<file path="config.mk">
export PLATFORM = sky130hd
export DESIGN_NAME = sat_accum
export DESIGN_NICKNAME = d
export VERILOG_FILES = /design/src/rtl/sat_accum_pkg.sv /design/src/rtl/sat_add.sv /design/src/rtl/sat_accum.sv
export SDC_FILE = /design/constraint.sdc
export NUM_CORES = 1
export LEC_CHECK = 0
export CAP_MARGIN = 20
export CORE_MARGIN = 2
export CORE_UTILIZATION = 40
export DETAILED_ROUTE_END_ITERATION = 8
export DONT_BUFFER_PORTS = 1
export SLEW_MARGIN = 20
export SYNTH_ARGS = -nofsm -noshare
export SYNTH_HDL_FRONTEND = slang
export SYNTH_SLANG_ARGS = --single-unit
</file>
<file path="constraint.sdc">
create_clock -name clk_i -period 6.8 [get_ports clk_i]
set_clock_uncertainty 0.1 [all_clocks]
set_input_delay 2.04 -clock clk_i [delete_from_list [all_inputs] [get_ports clk_i]]
set_output_delay 2.04 -clock clk_i [all_outputs]
set_load 0.005 [all_outputs]
</file>
<file path="src/rtl/sat_accum_pkg.sv">
// Shared types and saturation limits for the sat_accum lane accumulator.
package sat_accum_pkg;

  typedef enum logic [1:0] {IDLE, ACC, OUT} state_t;

  function automatic logic signed [63:0] sat_max(input int unsigned w);
    return (64'sd1 <<< (w - 1)) - 64'sd1;
  endfunction

  function automatic logic signed [63:0] sat_min(input int unsigned w);
    return -(64'sd1 <<< (w - 1));
  endfunction

endpackage

</file>
<file path="src/rtl/sat_add.sv">
// Combinational saturating add: OUTW-bit signed accumulator plus sign-extended INW-bit sample.
module sat_add
  import sat_accum_pkg::*;
#(
  parameter int INW  = 8,
  parameter int OUTW = 16
) (
  input  logic signed [OUTW-1:0] a,
  input  logic signed [INW-1:0]  b,
  output logic signed [OUTW-1:0] y,
  output logic                   clamp
);

  localparam logic signed [OUTW:0] HI = (OUTW + 1)'(sat_max(OUTW));
  localparam logic signed [OUTW:0] LO = (OUTW + 1)'(sat_min(OUTW));

  logic signed [OUTW:0] sum;

  // One extra bit holds the exact sum of two in-range operands.
  assign sum = $signed({a[OUTW-1], a}) + $signed({{(OUTW + 1 - INW){b[INW-1]}}, b});

  function automatic logic signed [OUTW-1:0] clamp_to_out(input logic signed [OUTW:0] s);
    if (s > HI) return HI[OUTW-1:0];
    if (s < LO) return LO[OUTW-1:0];
    return s[OUTW-1:0];
  endfunction

  assign y     = clamp_to_out(sum);
  assign clamp = (sum > HI) || (sum < LO);

endmodule

</file>
<file path="src/rtl/sat_accum.sv">
// Multi-lane saturating frame accumulator with valid/ready result handshake.
// Define SAT_ACCUM_FLAG_EN to add the sticky per-lane sat_flag_o output.
module sat_accum
  import sat_accum_pkg::*;
#(
  parameter int NUM_CH = 4,
  parameter int DATAW  = 8,
  parameter int ACCW   = 16,
  parameter int LENW   = 8
) (
  input  logic                     clk_i,
  input  logic                     rst_i,
  input  logic                     clear_i,
  input  logic [LENW-1:0]          len_i,
  input  logic                     in_valid_i,
  output logic                     in_ready_o,
  input  logic [NUM_CH*DATAW-1:0]  in_data_i,
  output logic                     out_valid_o,
  input  logic                     out_ready_i,
  output logic [NUM_CH*ACCW-1:0]   out_data_o
`ifdef SAT_ACCUM_FLAG_EN
  ,
  output logic [NUM_CH-1:0]        sat_flag_o
`endif
);

  if (ACCW < DATAW) begin : g_width_check
    $fatal(1, "sat_accum: ACCW must be >= DATAW");
  end

  state_t                  state;
  logic [LENW-1:0]         cnt;
  logic [LENW-1:0]         len_q;
  logic [LENW-1:0]         len_first;
  logic signed [ACCW-1:0]  acc  [NUM_CH];
  logic signed [ACCW-1:0]  a_op [NUM_CH];
  logic signed [ACCW-1:0]  sum  [NUM_CH];
  logic [NUM_CH-1:0]       clamp;
  logic                    accept;
  logic                    last;

  assign in_ready_o = (state != OUT);
  assign accept     = in_valid_i & in_ready_o;
  assign len_first  = (len_i == '0) ? LENW'(1) : len_i;

  always_comb begin
    last = 1'b0;
    if (state == IDLE) last = (len_first == LENW'(1));
    else               last = ((cnt + LENW'(1)) == len_q);
  end

  // The first beat of a frame adds onto zero, so load and accumulate share one adder.
  for (genvar c = 0; c < NUM_CH; c++) begin : g_lane
    assign a_op[c] = (state == IDLE) ? '0 : acc[c];
    sat_add #(.INW(DATAW), .OUTW(ACCW)) u_add (
      .a     (a_op[c]),
      .b     (in_data_i[c*DATAW +: DATAW]),
      .y     (sum[c]),
      .clamp (clamp[c])
    );
  end

  always_ff @(posedge clk_i) begin
    if (rst_i || clear_i) begin
      state       <= IDLE;
      cnt         <= '0;
      out_valid_o <= 1'b0;
      out_data_o  <= '0;
      for (int c = 0; c < NUM_CH; c++) acc[c] <= '0;
`ifdef SAT_ACCUM_FLAG_EN
      sat_flag_o  <= '0;
`endif
      if (rst_i) len_q <= '0;
    end else begin
      case (state)
        IDLE, ACC: begin
          if (accept) begin
            for (int c = 0; c < NUM_CH; c++) acc[c] <= sum[c];
            if (state == IDLE) begin
              len_q <= len_first;
              cnt   <= LENW'(1);
`ifdef SAT_ACCUM_FLAG_EN
              sat_flag_o <= clamp;
`endif
            end else begin
              cnt <= cnt + LENW'(1);
`ifdef SAT_ACCUM_FLAG_EN
              sat_flag_o <= sat_flag_o | clamp;
`endif
            end
            if (last) begin
              state       <= OUT;
              out_valid_o <= 1'b1;
              for (int c = 0; c < NUM_CH; c++) out_data_o[c*ACCW +: ACCW] <= sum[c];
            end else begin
              state <= ACC;
            end
          end
        end
        OUT: begin
          if (out_ready_i) begin
            out_valid_o <= 1'b0;
            state       <= IDLE;
          end
        end
        default: state <= IDLE;
      endcase
    end
  end

`ifndef SAT_ACCUM_FLAG_EN
  logic unused_clamp;
  assign unused_clamp = ^clamp;
`endif

endmodule

</file>
==> flow_summary.yaml <==
status:
  status: "finished clean"
route:
  drc_errors: 0
  vias_per_cell: 5.52
  wire_per_inst_um: 17.2
  dr.first_iter.drc_count: 373
  routed_wl_mm: 22.6
  dr.pass1.iters: 4
  ant_nets: 0
  vias: 7240
synth:
  syn-num-nets: 1141
  netlist-cell-type-count: 63
  synth_top_flop_cell: "dfxtp_1"
  syn_area_um2: 9100
  synth-seq-cells: 147
  ys_seq_area_share_pct: 40.2
  yosys.area.top_type: "edfxtp_1"
  async_reset_ff_share_pct: 0
  synth_most_common_cell: "nor2_1"
  syn_inst: 1027
  postSynthAreaPerCell_um2: 8.86
  synth_edf_count: 72
  yosys-top-cells-count: "nor2_1, a21oi_1, dfxtp_1"
  yosys_warnings: 0
  synth_top_area_share_pct: 23.8
  yosys-top-cells-area: "edfxtp_1, dfxtp_1, ha_1"
setup_path:
  cp-end-kind: "register"
  critPathBufInv: 1
  crit_arrival_ps: 4900
  crit_path_top_delay_cell: "or4b_4"
  start_kind: "input pin"
  critical-path-top-delay-family: "simple AND/OR/NAND/NOR gates"
  slowest_delay_ps: 680
  required_ps: 7050
  crit_chain: "ha_1 > inv_1 > fa_1 > nand2b_1 > a21oi_1 > o21ai_0 > nand2_1 > a21oi_1 > mux2i_1 > or4b_4 > o21ai_0"
  crit_fanout: 11
  path_class: "in2reg"
finish:
  stdcell_count: 1311
  synthToLayoutAreaGrowth_pct: 8.89
  antennaDiodeCount: 0
  drive_above_1_share_pct: 6.34
  nNetsFinal: 1127
timing:
  tns_ps: 0
  timing.final.crit_share_pct: 68.4
  hold_ws_ps: 375
  worst_pin_slew_ps: 1000
  rsz0062_at_grt: "false"
  setup_violations: 0
  max_slew_margin_pct: 32.7
  period_needed_ps: 4650
  hold_viol: 0
  fmax_ghz: 0.215
  setup_ws_ps: 2150
  slew_violations: 0
grt:
  grt_pass1_vias: 7132
  grt_usage_pct: 19.3
  gr-total-overflow: 0
  grt_max_degree: 41
  grt_pass1_wl_mm: 37.0
  antenna_found_initial: 0
cts:
  max-clock-path-buffers: 2
  cts_root_buffer: "clkbuf_16"
  clock-sinks: 147
  cts_hold_buf: 0
  postCtsSetupBuffers: 0
  path_clk_slew_ps: 60
  cts-htree-levels: 4
  cts_tree: "yes"
  ctsResizeCount: 0
  cts_made_buffers: 17
  clk_latency_ps: 430
floorplanning:
  core_um2: 22500
  die_area_um2: 24000
  start_util_pct: 40.5
  io_pins: 111
  rows: 55
  fp.dieH_um: 155
  die_w_um: 155
placed_design:
  pre_cts_slack_ps: 1680
  dp.cells: 1279
  place.gp.congestion: 0.856
  port_buffers: 0
  dpl.hpwl_mm: 15.9
power:
  swShare_pct: 25.8
  combPwrFrac_pct: 11.1
  pwr-share-seq_pct: 46.6
  pwr-share-clk_pct: 42.3
  powerDensity_nw_per_um2: 210
  vdd_drop_max_v: 0.000115
  p_sw_mw: 0.538
  total_power_mw: 2.08
  power.internal_mw: 1.54
  leakagePower_nw: 4.02
hold_path:
  hp-class: "reg2reg"
flow_run:
  cap_viol_max_count: 0
## routing by layer
layer  vias up  GRT usage, %  share of wire, %
met5         -             0                 0
met4         0          5.95               1.5
met3        25          5.13               6.2
met2       151          31.6                47
met1      3381          25.1                45
li1       3683             -                 -
## flip-flops by register name, summed over array words and instances (netlist names)
| name | flops |
|---|---|
| len_q | 8 |
| state | 2 |
| out_valid_o | 1 |
| acc | 64 |
| out_data_o | 64 |
| cnt | 8 |
## cell families (layout without fill, tap and decap cells)
logic type / count (synthesis) / count (layout) / share of synthesized area, %
and+or+nand+nor: 395 / 395 / 21.4
DFF: 147 / 147 / 40.2
AOI/OAI and AO/OA: 289 / 289 / 19.8
buffers and inverters: 69 / 68 / 3.07
muxes: 5 / 5 / 0.564
adders and majority gates: 69 / 69 / 9.81
xor gates and xnor gates: 53 / 53 / 5.10
## cells in the final DEF (no fill, tap or decap), drive strengths merged, types with 5 or more instances in the layout
master	n
buf	9
or2	6
xnor2	34
nor4	7
nor3	8
ha	65
a31oi	10
nor2	146
dfxtp	75
nand4	7
o21bai	6
a21o	13
xor2	19
nand3	27
clkbuf	21
edfxtp	72
inv	31
o21ai	72
or4	5
nand2b	17
and3	10
a21oi	102
and2	74
o31ai	6
nor2b	9
o211ai	9
clkinv	5
nand2	67
a211oi	33
o21a	10
## worst min-delay path, stage by stage (launching register included)
cell     delay (ps)
dfxtp_1         320
nand2_1          70
o21ai_2          40
## power groups by stage
stage	Combinational, mW	Clock, mW	Sequential [mW]
finish	0.231	0.879	0.970
CTS	0.233	0.896	0.970
detailed placement	0.232	0	0.988
floorplan	0.182	0	0.985
global route	0.263	0.929	0.973
global placement	0.231	0	0.988
## final timing paths
path	from	endpoint	slack [ps]	depth (start not counted)
worst max-delay path	in_data_i[24]	out_data_o[59]	2150	11
worst min-delay path	out_data_o[48]	out_data_o[48]	370	2
worst max register to register	state[0]	out_data_o[59]	2480	12
worst min register to register	out_data_o[48]	out_data_o[48]	370	2
## per-stage QoR
stage	util, %	cell area (um^2)
3_5_place_dp	41.6	9370
6_report	44.0	9910
2_1_floorplan	-	9100
5_1_grt	44.0	9910
4_1_cts	44.0	9910
3_3_place_gp	41.6	9360
## cell type report
class	count	area, um^2
Fill cell	2216	12600
Clock inverter	11	75.1
Sequential cell	147	3660
Multi-Input combinational cell	811	5180
Timing Repair Buffer	9	67.6
Clock buffer	21	472
Inverter	27	101
Tap cell	285	357
No activity file was read; power rests on OpenSTA's default activity.
